[src/rtl/vend_pkg.sv]
`default_nettype none
// ============================================================================
// Module      : vend_pkg
// Description : Shared channel indices, channel count and coin values for the
//               vending input conditioner, plus arbitration/saturation helpers.
// Revision    : 1.0 - initial release
// ============================================================================
package vend_pkg;

  localparam int unsigned C_NUM_CH = 5;

  // Channel indices double as arbitration priority: lower index wins.
  localparam int unsigned C_CH_QUARTER = 0;
  localparam int unsigned C_CH_DIME    = 1;
  localparam int unsigned C_CH_NICKEL  = 2;
  localparam int unsigned C_CH_SODA    = 3;
  localparam int unsigned C_CH_DIET    = 4;

  localparam logic [7:0] C_VAL_QUARTER = 8'd25;
  localparam logic [7:0] C_VAL_DIME    = 8'd10;
  localparam logic [7:0] C_VAL_NICKEL  = 8'd5;

  typedef logic [C_NUM_CH-1:0] ch_vec_t;

  // Isolates the lowest set bit, i.e. the highest-priority requester.
  function automatic ch_vec_t pick_highest(input ch_vec_t req);
    return req & (~req + ch_vec_t'(1));
  endfunction

  function automatic logic [7:0] sat_add8(input logic [7:0] a, input logic [7:0] b);
    logic [8:0] sum;
    sum = {1'b0, a} + {1'b0, b};
    return sum[8] ? 8'hFF : sum[7:0];
  endfunction

endpackage
`default_nettype wire

[src/rtl/vend_debounce_ch.sv]
`default_nettype none
// ============================================================================
// Module      : vend_debounce_ch
// Description : One input channel: two-flop synchroniser followed by a
//               mismatch counter that flips the stable level after DB_CYCLES.
// Revision    : 1.0 - initial release
// ============================================================================
module vend_debounce_ch
  import vend_pkg::*;
#(
  parameter int unsigned DB_CYCLES = 16
) (
  input  logic clk,
  input  logic reset,
  input  logic raw,
  output logic stable
);

  localparam int unsigned CW = $clog2(DB_CYCLES);
  localparam logic [CW-1:0] C_CNT_MAX = CW'(DB_CYCLES - 1);

  logic          sync1_q, sync1_d;
  logic          sync2_q, sync2_d;
  logic          stable_q, stable_d;
  logic [CW-1:0] cnt_q, cnt_d;

  // Any cycle where the synchronised level agrees with stable restarts the count.
  always_comb begin
    sync1_d  = raw;
    sync2_d  = sync1_q;
    stable_d = stable_q;
    cnt_d    = '0;
    if (sync2_q != stable_q) begin
      if (cnt_q == C_CNT_MAX) begin
        stable_d = ~stable_q;
      end else begin
        cnt_d = cnt_q + CW'(1);
      end
    end
  end

  always_ff @(posedge clk or posedge reset) begin
    if (reset) begin
      sync1_q  <= 1'b0;
      sync2_q  <= 1'b0;
      stable_q <= 1'b0;
      cnt_q    <= '0;
    end else begin
      sync1_q  <= sync1_d;
      sync2_q  <= sync2_d;
      stable_q <= stable_d;
      cnt_q    <= cnt_d;
    end
  end

  assign stable = stable_q;

endmodule
`default_nettype wire

[src/rtl/vend_input_conditioner.sv]
`default_nettype none
// ============================================================================
// Module      : vend_input_conditioner
// Description : Debounces five coin/selection inputs and issues one-cycle,
//               priority-arbitrated event pulses. Define VEND_INPUT_TOTAL_EN
//               to add the saturating coin_total cents counter.
// Revision    : 1.0 - initial release
// ============================================================================
module vend_input_conditioner
  import vend_pkg::*;
#(
  parameter int unsigned DB_CYCLES = 16
) (
  input  logic       clk,
  input  logic       reset,
  input  logic       quarter_raw,
  input  logic       dime_raw,
  input  logic       nickel_raw,
  input  logic       soda_raw,
  input  logic       diet_raw,
  output logic       quarter,
  output logic       dime,
  output logic       nickel,
  output logic       soda,
  output logic       diet
`ifdef VEND_INPUT_TOTAL_EN
  ,
  output logic [7:0] coin_total
`endif
);

  ch_vec_t raw_vec;
  ch_vec_t stable_vec;
  ch_vec_t rise_vec;
  ch_vec_t grant_vec;
  ch_vec_t stable_prev_q, stable_prev_d;
  ch_vec_t pending_q, pending_d;
  ch_vec_t out_q, out_d;

  assign raw_vec[C_CH_QUARTER] = quarter_raw;
  assign raw_vec[C_CH_DIME]    = dime_raw;
  assign raw_vec[C_CH_NICKEL]  = nickel_raw;
  assign raw_vec[C_CH_SODA]    = soda_raw;
  assign raw_vec[C_CH_DIET]    = diet_raw;

  for (genvar i = 0; i < C_NUM_CH; i++) begin : g_ch
    vend_debounce_ch #(
      .DB_CYCLES (DB_CYCLES)
    ) u_debounce (
      .clk    (clk),
      .reset  (reset),
      .raw    (raw_vec[i]),
      .stable (stable_vec[i])
    );
  end

  // Release edges are ignored; a rise on an already-pending channel merges into it.
  always_comb begin
    stable_prev_d = stable_vec;
    rise_vec      = stable_vec & ~stable_prev_q;
    grant_vec     = pick_highest(pending_q);
    pending_d     = (pending_q & ~grant_vec) | rise_vec;
    out_d         = grant_vec;
  end

  always_ff @(posedge clk or posedge reset) begin
    if (reset) begin
      stable_prev_q <= '0;
      pending_q     <= '0;
      out_q         <= '0;
    end else begin
      stable_prev_q <= stable_prev_d;
      pending_q     <= pending_d;
      out_q         <= out_d;
    end
  end

  assign quarter = out_q[C_CH_QUARTER];
  assign dime    = out_q[C_CH_DIME];
  assign nickel  = out_q[C_CH_NICKEL];
  assign soda    = out_q[C_CH_SODA];
  assign diet    = out_q[C_CH_DIET];

`ifdef VEND_INPUT_TOTAL_EN
  logic [7:0] total_q, total_d;
  logic [7:0] coin_inc;

  always_comb begin
    coin_inc = 8'd0;
    if (out_q[C_CH_QUARTER]) begin
      coin_inc = C_VAL_QUARTER;
    end else if (out_q[C_CH_DIME]) begin
      coin_inc = C_VAL_DIME;
    end else if (out_q[C_CH_NICKEL]) begin
      coin_inc = C_VAL_NICKEL;
    end
    total_d = sat_add8(total_q, coin_inc);
  end

  always_ff @(posedge clk or posedge reset) begin
    if (reset) begin
      total_q <= 8'd0;
    end else begin
      total_q <= total_d;
    end
  end

  assign coin_total = total_q;
`endif

endmodule
`default_nettype wire

[config.mk]
export PLATFORM = sky130hd
export DESIGN_NAME = vend_input_conditioner
export DESIGN_NICKNAME = d
export VERILOG_FILES = /design/src/rtl/vend_pkg.sv /design/src/rtl/vend_debounce_ch.sv /design/src/rtl/vend_input_conditioner.sv
export SDC_FILE = /design/constraint.sdc
export NUM_CORES = 1
export LEC_CHECK = 0
export BUFFER_PORTS_ARGS = -buffer_cell sky130_fd_sc_hd__buf_2
export CORE_MARGIN = 8
export CORE_UTILIZATION = 58
export DETAILED_ROUTE_END_ITERATION = 16
export PLACE_DENSITY = 0.84
export SLEW_MARGIN = 20
export SYNTH_ARGS = -nofsm -noshare
export SYNTH_HDL_FRONTEND = slang
export SYNTH_SLANG_ARGS = --single-unit
[constraint.sdc]
create_clock -name clk -period 1.96 [get_ports clk]
set_input_delay 0.49 -clock clk [delete_from_list [all_inputs] [get_ports clk]]
set_output_delay 0.49 -clock clk [all_outputs]
set_load 0.05 [all_outputs]
# Word level (Yosys, flattened, before mapping)

Cells that the tools add are included.

Bits in registers: 50
Latch bits: 0
Bits in writable memories: 0
ROM bits: 0
Input bits: 7
Output and inout bits: 5
Logic and storage cells: 66
Memories: 0

Add/sub/neg operators: 6
$mul: 0
Divide/modulo/power cells: 0
Order comparisons: 0
Equal/unequal tests: 10
Shifts and indexed selects: 0
Muxes and demuxes: 10
Bitwise gates (word level): 12
Reductions and logical operators: 5

Operator list:

| cell                                         | count |
|---|---|
| two-way mux 4 bit                            | 10 |
| adder 4 x 1 -> 4 bit (second input constant) | 5 |
| equality test 4 bit (second input constant)  | 5 |
| bitwise AND 5 bit                            | 3 |
| NOT 5 bit                                    | 3 |
| AND reduction 2 bit                          | 5 |
| adder 5 x 1 -> 5 bit (second input constant) | 1 |
| != test 1 bit                                | 5 |
| NOT 1 bit                                    | 5 |
| bitwise OR 5 bit                             | 1 |

# Depth between registers and ports, before layout

Gate-level depths: netlist (run 1).

Depth in word-level cells: 6
Mapped depth: 4
Gate-level depth less buffers: 4

# Cells and area by module

Synthesis (run 1) repeated with hierarchy kept, for this count alone.

Cells, all modules: 129
Area total of the unflattened synthesis: 1859.3 sq um

By module, submodules not included:

| module                 | instances | cells an instance | area each (sq um) | sequential area each (sq um) |
|---|---|---|---|---|
| vend_debounce_ch       | 5         | 19                | 275.3             | 175.2 |
| vend_input_conditioner | 1         | 34                | 483.0             | 375.4 |

# Least setup slack after synthesis (run 1)

No wires, ideal clock.

Path type: reg2reg
From: register g_ch[4].u_debounce.cnt_q[0]
To: register g_ch[4].u_debounce.stable_q
Library setup time: 0.125 ns
Arrival: 1.033 ns
Data required time: 1.835 ns
Slack: 0.803 ns
Stages on the path, launching flop included: 4
Clock period less this slack: 1.157 ns
Cell sequence: dfrtp_1 ha_1 nand3_1 mux2_2

Word-level cells in the longest chain between the ends: 2

RTL lines:

| item                                 | line                   | RTL |
|---|---|---|
| from (decl)                          | vend_debounce_ch.sv:25 | `logic [CW-1:0] cnt_q, cnt_d;` |
| from (signal assigned)               | vend_debounce_ch.sv:52 | `cnt_q <= cnt_d;` |
| equality test 4 bit                  | vend_debounce_ch.sv:34 | `if (cnt_q == C_CNT_MAX) begin` |
| AND reduction 2 bit (no source line) | --                     |  |
| to (signal assigned)                 | vend_debounce_ch.sv:51 | `stable_q <= stable_d;` |
| to (decl)                            | vend_debounce_ch.sv:24 | `logic stable_q, stable_d;` |

Every way passes these cells.
A chain may end at the register's enable or synchronous reset.

# Final worst setup path (run 1)

From: register out_q[3]
To: output soda

RTL lines:

| item                   | line                         | RTL |
|---|---|---|
| from (decl)            | vend_input_conditioner.sv:38 | `ch_vec_t out_q, out_d;` |
| from (signal assigned) | vend_input_conditioner.sv:74 | `out_q <= out_d;` |
| to (decl)              | vend_input_conditioner.sv:24 | `output logic soda,` |

No word-level cell between the ends.

==> summary.md, run 1 <==
| Metric | Value |
|---|---|
| Required time of the critical path | `1.47 ns` |
| Arrival @ worst endpoint | `0.96 ns` |
| Post-layout net count | `166` |
| Total setup buffers inserted after CTS | `0` |
| Initial core utilization | `60.2%` |
| Post-route total power | `1.65 mW` |
| Final slew viol count | `0` |
| Outcome | `complete, no violations` |
| Total vias in the final route | `1,027` |
| Number of remaining DRC errors | `0` |
| Worst min-delay path class | `input pin to asynchronous set/reset pin` |
| Die W | `72.1 µm` |
| Critical Path Start Type | `register` |
| Leakage power | `0.936 nW` |
| Critical Path, Cell by Cell | `buf_2` |
| Final period utilization | `74.2%` |
| Share of synthesized area occupied by flip-flops and latches | `68.6%` |
| Worst path max stage delay | `0.35 ns` |
| Met1 Routed Length | `1140 µm` |
| Die Ht | `72.1 µm` |
| Number of buffers inserted for hold repair after clock tree synthesis | `0` |
| HPWL after detailed placement | `1730 µm` |
| Root cell of the clock tree | `sky130_fd_sc_hd__clkbuf_4` |
| Critical path class | `register to output pin` |
| Number of global-route vias before repair | `1,098` |
| Wire per inst | `12.6 µm` |
| Number of buffer cells added on primary ports | `11` |
| Cell Rows | `20` |
| Initial antenna violation count | `0` |
| Maxcap violations | `0` |
| Pin count of the biggest net entering global routing | `31` |
| Family with the most delay on the worst path | `flip-flops` |
| Most area-hungry cell type in the Yosys netlist | `sky130_fd_sc_hd__dfrtp_1` |
| Final Hold Slack | `0.111 ns` |
| Final setup violation count | `0` |
| Via count normalized by instance count | `5.16` |
| Largest driver fanout on the critical path | `1` |
| DRT antenna net count | `0` |
| Layout cell share with drive strength beyond 1 | `18.1%` |
| TritonCTS Sinks | `50` |
| Number of synthesized register bits | `50` |
| Syn_area_per_cell | `13.5 µm²` |
| Distinct cells, synth | `18` |
| Number of gates resized after cts | `0` |
| Count of yosys warnings during synthesis | `0` |
| Detailed route wirelength on metal3 | `122 µm` |
| Buffers plus inverters on the worst setup path | `1` |
| H-tree levels | `2` |
| Global-route congestion overflow total | `0` |
| Number of buffers on the longest clock path | `2` |
| TritonCTS clock tree | `done` |
| Post-Syn Area | `1820 µm²` |
| Diodes inserted | `0` |
| Signed area change from the synthesized netlist to the final layout | `10.4%` |
| Highest-count cells in the layout ignoring fill and taps | `sky130_fd_sc_hd__dfrtp_1 (50), sky130_fd_sc_hd__buf_2 (11), sky130_fd_sc_hd__xnor2_1 (10), sky130_fd_sc_hd__inv_1 (10), sky130_fd_sc_hd__a21oi_1 (10)` |
| Die Area | `5190 µm²` |
| Clock skew after layout | `0.00435 ns` |
| Library cell contributing the largest single delay on the critical path | `sky130_fd_sc_hd__dfrtp_1` |
| First drt pass iteration count | `4` |
| Wire length of the first global-routing pass | `4570 µm` |
| Critical Path End Type | `output pin` |
| Most frequent standard cell in the layout excluding fill and tap cells | `sky130_fd_sc_hd__dfrtp_1` |
| Core area | `3030 µm²` |
| Power Density | `822 nW/µm²` |
| Initial drt markers | `65` |
| Count of boundary I/O pins | `12` |
| Setup TNS | `0 ns` |
| Number of cells after detailed placement | `191` |
| Routed WL | `2520 µm` |
| Unrepaired setup endpoints after global routing | `no` |
| Transition time at the pin with the least slew margin | `0.445 ns` |
| Final hold viol count | `0` |
| Total routing usage reported by global routing | `11.5%` |
| Post-CTS clock slew at the launch and capture registers of the worst setup and hold paths | `0.12 ns` |
| Wire length on met2 | `1190 µm` |
| Post-Synthesis Net Count | `147` |
| Final period demand of the worst path | `1.45 ns` |
| Synth top area share | `68.6%` |
| Largest cells by area after synthesis | `sky130_fd_sc_hd__dfrtp_1 (69%), sky130_fd_sc_hd__xnor2_1 (4.8%), sky130_fd_sc_hd__ha_1 (3.4%)` |
| Synthesized instance count | `135` |
| TritonCTS buffer count | `5` |
| Maximum operating frequency | `0.687 GHz` |
| Clock network latency to the later pin of the worst-skew pair | `0.36 ns` |
| IR drop worst, VDD | `0.000542 V` |
| Number of standard cells in the final layout excluding fillers | `199` |
| Rel. slew slack | `70.3%` |
| Global placer's final weighted congestion | `0.702` |
| Highest Signal Layer | `met4` |
registers in the layout, summed over array words and instances (netlist names):
register / cells
g_ch.u_debounce.cnt_q: 20
g_ch.u_debounce.stable: 5
g_ch.u_debounce.sync1_q: 5
g_ch.u_debounce.sync2_q: 5
out_q: 5
pending_q: 5
stable_prev_q: 5
synthesized netlist by cell type (all sizes together):
master	instances
nor3b	4
nand4b	5
dfrtp	50
inv	11
ha	5
or3	1
xnor2	10
a21oi	10
nand2	2
mux2	5
nor2	6
nor2b	7
a311oi	3
o21ai	11
nand3	5
cell families after synthesis:
| logic type | share of synthesized area (%) |
|---|---|
| flip-flops | 68.6 |
| buffers and inverters | 2.26 |
| AO/OA/AOI/OAI | 7.41 |
| adder cells (fa/ha/maj) | 3.43 |
| multiplexers | 3.09 |
| XOR/XNOR | 4.80 |
| AND/OR/NAND/NOR | 10.4 |
final cells by class:
| type | count | area, µm² |
|---|---|---|
| inverters | 11 | 41.3 |
| flip-flops and latches | 50 | 1250 |
| fillers | 223 | 1010 |
| clock inverters | 1 | 5.00 |
| clock buffers | 7 | 55.1 |
| well taps | 44 | 55.1 |
| multi-input cells | 74 | 531 |
| repair buffers | 12 | 75.1 |
worst paths after layout:
kind | start | end | slack [ns] | cells past startpoint
min in group clk | nickel_raw | g_ch[2].u_debounce.sync1_q | 0.22 | 1
min reg2reg | g_ch[0].u_debounce.sync1_q | g_ch[0].u_debounce.sync2_q | 0.36 | 0
min | reset | g_ch[4].u_debounce.sync2_q | 0.11 | 2
max | out_q[3] | soda | 0.51 | 1
max in group asynchronous | reset | g_ch[2].u_debounce.cnt_q[3] | 1.36 | 3
max reg2reg | g_ch[4].u_debounce.cnt_q[0] | g_ch[4].u_debounce.stable | 0.72 | 3
routing by layer:
metal,track usage (%),up-vias
li1,-,495
met1,12.9,505
met2,17.9,22
met3,3.58,5
met4,8.84,0
met5,0,-
power by group:
group	leakage [nW]	switching, mW	internal, mW
sequential	0.663	0.0315	1.07
combinational	0.238	0.0493	0.0411
clock	0.0353	0.292	0.174
per-stage QoR:
stage / setup slack (ns) / utilization [%] / area [µm²]
detailed placement: 0.741 / 64.5 / 1950
CTS: 0.478 / 66.5 / 2010
finish: 0.505 / 66.5 / 2010
floorplan: 0.269 / - / 1820
global placement: 0.783 / 64.5 / 1950
global route: 0.454 / 66.5 / 2010
Power figures use the tool's default switching activity.
==> run 2: changes to the inputs <==
==> constraint.sdc (replaced) <==
create_clock -name clk -period 1.4 [get_ports clk]
set_input_delay 0.35 -clock clk [delete_from_list [all_inputs] [get_ports clk]]
set_output_delay 0.35 -clock clk [all_outputs]
set_load 0.05 [all_outputs]
==> run 2 against run 1 <==
Against the previous run: die area did not move; sequential cell count did not move; register-to-register slack got worse by 0.58 ns.
==> summary.md, run 2 (same netlist as run 1, synthesis figures left out) <==
| Metric | Value |
|---|---|
| Outcome | `complete, no violations` |
| Number of flip-flops under the largest register name | `20 (unchanged)` |
| Die W | `72.1 µm (unchanged)` |
| Number of standard cells in the final layout excluding fillers | `199 (unchanged)` |
| Unrepaired setup endpoints after global routing | `no` |
| Required time of the critical path | `1.05 ns (-0.42 ns)` |
| Layout cell share with drive strength beyond 1 | `18.1% (unchanged)` |
| Clock network latency to the later pin of the worst-skew pair | `0.36 ns (about the same)` |
| Power Density | `1210 nW/µm² (+48%)` |
| Final slew viol count | `0 (unchanged)` |
| Critical Path Start Type | `register` |
| Number of buffer cells added on primary ports | `11 (unchanged)` |
| Number of gates resized after cts | `0 (unchanged)` |
| Critical Path, Cell by Cell | `buf_2` |
| Final period utilization | `92.7%` |
| Die Area | `5190 µm² (unchanged)` |
| Post-layout net count | `167 (+0.60%)` |
| Largest driver fanout on the critical path | `1 (unchanged)` |
| Hold path endpoint | `g_ch[1].u_debounce.sync1_q` |
| Sequential share of power | `62.0% (-4.4 points)` |
| Setup TNS | `0 ns (unchanged)` |
| Routed WL | `2610 µm (+3.5%)` |
| Critical Path End Type | `output pin` |
| Final period demand of the worst path | `1.30 ns` |
| Number of cells after detailed placement | `191 (unchanged)` |
| TritonCTS buffer count | `5 (unchanged)` |
| Initial core utilization | `60.2% (unchanged)` |
| Maxcap violations | `0 (unchanged)` |
| Library cell contributing the largest single delay on the critical path | `sky130_fd_sc_hd__dfrtp_1` |
| Final setup violation count | `0 (unchanged)` |
| Hold_sp | `dime_raw` |
| Most frequent standard cell in the layout excluding fill and tap cells | `sky130_fd_sc_hd__dfrtp_1` |
| Die Ht | `72.1 µm (unchanged)` |
| Switching part of the total | `20.7% (-1.8 points)` |
| Wire per inst | `13.1 µm (+3.5%)` |
| Signed area change from the synthesized netlist to the final layout | `12.4%` |
| Post-CTS clock slew at the launch and capture registers of the worst setup and hold paths | `0.13 ns (about the same)` |
| Crit Reg-Reg Startpoint | `g_ch[1].u_debounce.cnt_q[0]` |
| IR drop worst, VDD | `0.000910 V (+68%)` |
| Number of global-route vias before repair | `1,125 (+2.5%)` |
| Critical path origin | `out_q[0]` |
| P_int | `1.97 mW (+54%)` |
| Buffers plus inverters on the worst setup path | `1 (unchanged)` |
| Via count normalized by instance count | `5.23 (+1.3%)` |
| HPWL after detailed placement | `1920 µm (+11%)` |
| Global-route congestion overflow total | `0 (unchanged)` |
| Slack of the worst reg-to-reg path | `0.14 ns (-0.58 ns)` |
| Count of boundary I/O pins | `12 (unchanged)` |
| Number of remaining DRC errors | `0 (unchanged)` |
| Total routing usage reported by global routing | `11.9% (+0.42 points)` |
| Family with the most delay on the worst path | `flip-flops` |
| H-tree levels | `2 (unchanged)` |
| Clock skew after layout | `0.0101 ns (+0.00579 ns)` |
| Global placer's final weighted congestion | `0.688 (-2.0%)` |
| Worst Hold Path Cells | `1` |
| Relative contribution of the clock network to total power | `32.8% (+4.6 points)` |
| Initial drt markers | `47 (-28%)` |
| Root cell of the clock tree | `sky130_fd_sc_hd__clkbuf_4` |
| Critical path class | `register to output pin` |
| Length in cells of the worst reg-to-reg path | `3 (unchanged)` |
| Highest-count cells in the layout ignoring fill and taps | `sky130_fd_sc_hd__dfrtp_1 (50), sky130_fd_sc_hd__buf_2 (11), sky130_fd_sc_hd__xnor2_1 (10), sky130_fd_sc_hd__inv_1 (10), sky130_fd_sc_hd__a21oi_1 (10)` |
| Core area | `3030 µm² (unchanged)` |
| Final hold viol count | `0 (unchanged)` |
| Reg-to-reg endpoint | `g_ch[1].u_debounce.stable` |
| Worst path max stage delay | `0.34 ns (about the same)` |
| Pin count of the biggest net entering global routing | `37 (+19%)` |
| TritonCTS clock tree | `done` |
| Cell Rows | `20 (unchanged)` |
| Maximum operating frequency | `0.770 GHz` |
| Wire length of the first global-routing pass | `4750 µm (+3.9%)` |
| Rel. slew slack | `76.1% (+5.8 points)` |
| Largest reg by FF count | `g_ch.u_debounce.cnt_q` |
| First drt pass iteration count | `4 (unchanged)` |
| Net Sw Power | `513 µW (+38%)` |
| Worst min-delay path class | `input pin to register` |
| Filler cells | `233 (+4.5%)` |
| Initial antenna violation count | `0 (unchanged)` |
| Comb pwr share | `5.2% (-0.3 points)` |
| TritonCTS Sinks | `50 (unchanged)` |
| Diodes inserted | `0 (unchanged)` |
| Number of buffers on the longest clock path | `2 (unchanged)` |
| Leakage power | `0.945 nW (+0.97%)` |
| Total vias in the final route | `1,040 (+1.3%)` |
| Transition time at the pin with the least slew margin | `0.356 ns (-0.0890 ns)` |
| DRT antenna net count | `0 (unchanged)` |
| Arrival @ worst endpoint | `0.95 ns (about the same)` |
[run 2: layout make-up]
type | count | area [µm²] | area share [%]
inverters | 11 | 45.0 | 2.20
well taps | 44 | 55.1 | 2.69
repair buffers | 13 | 85.1 | 4.15
multi-input cells | 74 | 531 | 25.9
clock inverters | 1 | 30.0 | 1.47
clock buffers | 6 | 51.3 | 2.50
flip-flops and latches | 50 | 1250 | 61.1
[run 2: stage by stage]
| step | setup slack [ns] | utilization, % | total power, mW | hold WS, ns | cell area [µm²] |
|---|---|---|---|---|---|
| after floorplan | 0.243 | - | 1.65 | 0.331 | 1830 |
| after global placement | 0.207 | 64.6 | 1.68 | 0.332 | 1960 |
| after detailed placement | 0.149 | 64.6 | 1.70 | 0.337 | 1960 |
| after CTS | 0.0775 | 67.6 | 2.52 | 0.0647 | 2050 |
| after global routing | 0.0483 | 67.6 | 2.60 | 0.0577 | 2050 |
| final | 0.102 | 67.6 | 2.48 | 0.0915 | 2050 |
[run 2: worst reg2reg max path: stages (launching register included)]
cell and delay, ns:
sky130_fd_sc_hd__dfrtp_1 0.44, sky130_fd_sc_hd__ha_1 0.25, sky130_fd_sc_hd__nand3_1 0.12, sky130_fd_sc_hd__mux2_2 0.34
[run 2: how the worst max path moves through the flow]
stage | end | slack [ns] | cells past startpoint
3_5_place_dp | g_ch[4].u_debounce.stable | 0.15 | 3
2_1_floorplan | g_ch[4].u_debounce.stable | 0.24 | 3
4_1_cts | dime | 0.08 | 1
6_report | quarter | 0.10 | 1
5_1_grt | soda | 0.05 | 1
3_3_place_gp | g_ch[0].u_debounce.stable | 0.21 | 3
[run 2: power groups by stage]
stage	sequential, mW	clock (mW)	combinational [mW]
CTS	1.54	0.850	0.135
global route	1.55	0.895	0.156
detailed placement	1.57	0	0.132
floorplan	1.56	0	0.0932
global placement	1.56	0	0.122
finish	1.54	0.815	0.130
[run 2: metal layers]
layer  track usage (%)  vias to the layer above  routed length [µm]
li1                  -                      499                   -
met1              12.4                      521                1070
met2              20.3                       14                1340
met3              5.10                        6                 143
met4              5.44                        0                  53
met5                 0                        -                   0
[run 2: repair_timing]
item / CTS / global route
hold buffers: 1 / 0
buffers inserted: 0 / 0
hold endpoints to repair: 14 / 0
==> run 3: changes to the inputs <==
--- a/config.mk
+++ b/config.mk
@@ -6,10 +6,10 @@
 export NUM_CORES = 1
 export LEC_CHECK = 0
 export BUFFER_PORTS_ARGS = -buffer_cell sky130_fd_sc_hd__buf_2
-export CORE_MARGIN = 8
+export CORE_MARGIN = 5
 export CORE_UTILIZATION = 58
 export DETAILED_ROUTE_END_ITERATION = 16
-export PLACE_DENSITY = 0.84
+export PLACE_DENSITY = 0.79
 export SLEW_MARGIN = 20
 export SYNTH_ARGS = -nofsm -noshare
 export SYNTH_HDL_FRONTEND = slang
==> run 3 against run 2 <==
Against the previous run: count of clock-buffer cells in the layout decreased by 1; critical path depth unchanged; global-route usage increased by 2.3 points; utilization decreased by 1.4 points; die area decreased by 16%; cell area decreased by 2.1%; clock skew decreased by 0.0045 ns.
==> summary.md, run 3 (same netlist as run 1, synthesis figures left out) <==
| Metric | Value |
|---|---|
| IR drop worst, VDD | `0.000779 V (-14%)` |
| HPWL after detailed placement | `1770 µm (-7.8%)` |
| Die W | `66.1 µm (-8.3%)` |
| Maxcap violations | `0 (unchanged)` |
| Wire length on met2 | `1280 µm (-4.2%)` |
| TritonCTS Sinks | `50 (unchanged)` |
| Highest Signal Layer | `met4` |
| Area used by multi-input combinational logic | `531 µm² (unchanged)` |
| Pin count of the biggest net entering global routing | `51 (+38%)` |
| Die Ht | `66.1 µm (-8.3%)` |
| Count of boundary I/O pins | `12 (unchanged)` |
| Largest reg by FF count | `g_ch.u_debounce.cnt_q` |
| DRT antenna net count | `0 (unchanged)` |
| Worst path max stage delay | `0.34 ns (about the same)` |
| Wire length of the first global-routing pass | `4580 µm (-3.5%)` |
| Met1 Routed Length | `1070 µm (-0.37%)` |
| Initial antenna violation count | `0 (unchanged)` |
| Family with the most delay on the worst path | `flip-flops` |
| Transition time at the pin with the least slew margin | `0.339 ns (-0.0170 ns)` |
| Detailed route wirelength on metal3 | `103 µm (-28%)` |
| Number of buffer cells added on primary ports | `11 (unchanged)` |
| Leakage power | `0.928 nW (-1.9%)` |
| Unrepaired setup endpoints after global routing | `no` |
| Required time of the critical path | `1.05 ns (about the same)` |
| Library cell contributing the largest single delay on the critical path | `sky130_fd_sc_hd__dfrtp_1` |
| H-tree levels | `2 (unchanged)` |
| Number of buffers inserted for hold repair after clock tree synthesis | `0 (-1)` |
| Final hold viol count | `0 (unchanged)` |
| Filler cells | `233 (unchanged)` |
| Highest-count cells in the layout ignoring fill and taps | `sky130_fd_sc_hd__dfrtp_1 (50), sky130_fd_sc_hd__buf_2 (11), sky130_fd_sc_hd__xnor2_1 (10), sky130_fd_sc_hd__inv_1 (10), sky130_fd_sc_hd__a21oi_1 (10)` |
| Clock network latency to the later pin of the worst-skew pair | `0.35 ns (about the same)` |
| Critical path class | `register to output pin` |
| Critical Path Start Type | `register` |
| TritonCTS clock tree | `done` |
| Maximum operating frequency | `0.773 GHz (+0.41%)` |
| Outcome | `complete, no violations` |
| Most frequent standard cell in the layout excluding fill and tap cells | `sky130_fd_sc_hd__dfrtp_1` |
| Total setup buffers inserted after CTS | `0 (unchanged)` |
| Initial drt markers | `46 (-2.1%)` |
| Buffers plus inverters on the worst setup path | `1 (unchanged)` |
| Global-route congestion overflow total | `0 (unchanged)` |
| Number of remaining DRC errors | `0 (unchanged)` |
| Wire per inst | `12.7 µm (-3.1%)` |
| Largest driver fanout on the critical path | `1 (unchanged)` |
| Number of buffers on the longest clock path | `2 (unchanged)` |
| Total routing usage reported by global routing | `14.2% (+2.3 points)` |
| TritonCTS buffer count | `5 (unchanged)` |
| Signed area change from the synthesized netlist to the final layout | `9.95%` |
| Final setup violation count | `0 (unchanged)` |
| Initial core utilization | `60.2% (unchanged)` |
| Setup TNS | `0 ns (unchanged)` |
| Diodes inserted | `0 (unchanged)` |
| Clock skew after layout | `0.00566 ns (-0.00448 ns)` |
| Via count normalized by instance count | `5.20 (-0.56%)` |
| Post-layout net count | `166 (-0.60%)` |
| Number of gates resized after cts | `0 (unchanged)` |
| First drt pass iteration count | `4 (unchanged)` |
| Power Density | `1120 nW/µm² (-7.9%)` |
| Critical Path, Cell by Cell | `buf_2` |
| Final Hold Slack | `0.0409 ns (-0.0506 ns)` |
| Post-CTS clock slew at the launch and capture registers of the worst setup and hold paths | `0.12 ns (about the same)` |
| Global placer's final weighted congestion | `0.767 (+12%)` |
| Layout cell share with drive strength beyond 1 | `18.2% (+0.12 points)` |
| Number of global-route vias before repair | `1,081 (-3.9%)` |
| Routed WL | `2510 µm (-3.6%)` |
| Sequential cell area | `1250 µm² (unchanged)` |
| Core area | `3030 µm² (unchanged)` |
| Final slew viol count | `0 (unchanged)` |
| Root cell of the clock tree | `sky130_fd_sc_hd__clkbuf_4` |
| Total vias in the final route | `1,029 (-1.1%)` |
| Length in cells of the worst reg-to-reg path | `3 (unchanged)` |
| Number of flip-flops under the largest register name | `20 (unchanged)` |
| Final period utilization | `92.4% (-0.38 points)` |
| Worst min-delay path class | `input pin to asynchronous set/reset pin` |
| Die Area | `4360 µm² (-16%)` |
| Post-route total power | `2.24 mW (-9.9%)` |
| Critical Path Stages | `1 (unchanged)` |
| Arrival @ worst endpoint | `0.94 ns (about the same)` |
| Rel. slew slack | `77.2% (+1.1 points)` |
| Final period demand of the worst path | `1.29 ns (-0.00532 ns)` |
| Cell Rows | `20 (unchanged)` |
| Critical Path End Type | `output pin` |
run 3: worst reg2reg max path: stages (launching register included):
cell and delay (ns):
sky130_fd_sc_hd__dfrtp_1 0.43, sky130_fd_sc_hd__ha_1 0.26, sky130_fd_sc_hd__nand3_1 0.13, sky130_fd_sc_hd__mux2_2 0.34
run 3: metal layers:
metal | track usage (%) | vias to the layer above
met5 | 0 | -
met4 | 7.61 | 0
met3 | 4.25 | 7
met2 | 23.5 | 17
met1 | 16.4 | 506
li1 | - | 499
run 3: power by group:
part           internal [mW]  switching [mW]
logic                 0.0589          0.0708
registers               1.49          0.0452
clock network          0.181           0.389
run 3: final timing paths:
check / endpoint / start / slack (ns)
worst max-delay path: diet / out_q[4] / 0.11
worst min-delay path: g_ch[0].u_debounce.cnt_q[2] / reset / 0.04
worst max register to register: g_ch[0].u_debounce.stable / g_ch[0].u_debounce.cnt_q[0] / 0.14
worst min register to register: g_ch[1].u_debounce.sync2_q / g_ch[1].u_debounce.sync1_q / 0.36
max in group asynchronous: g_ch[3].u_debounce.cnt_q[1] / reset / 1.14
min in group clk: g_ch[1].u_debounce.sync1_q / dime_raw / 0.10
run 3: area by class of cell:
type	count	area share [%]
sequential	50	62.4
multi-input combinational	74	26.5
timing repair buffer	12	3.75
tap	44	2.75
inverter	11	2.25
clock buffer	5	1.87
clock inverter	2	0.499
run 3: stage by stage:
| stage | cell area (µm²) | utilization [%] | worst slack (ns) | cells |
|---|---|---|---|---|
| floorplan | 1830 | - | 0.243 | 135 |
| global placement | 1960 | 64.6 | 0.215 | 191 |
| detailed placement | 1960 | 64.6 | 0.183 | 191 |
| CTS | 2000 | 66.2 | 0.0831 | 198 |
| global route | 2000 | 66.2 | 0.0562 | 198 |
| finish | 2000 | 66.2 | 0.107 | 198 |
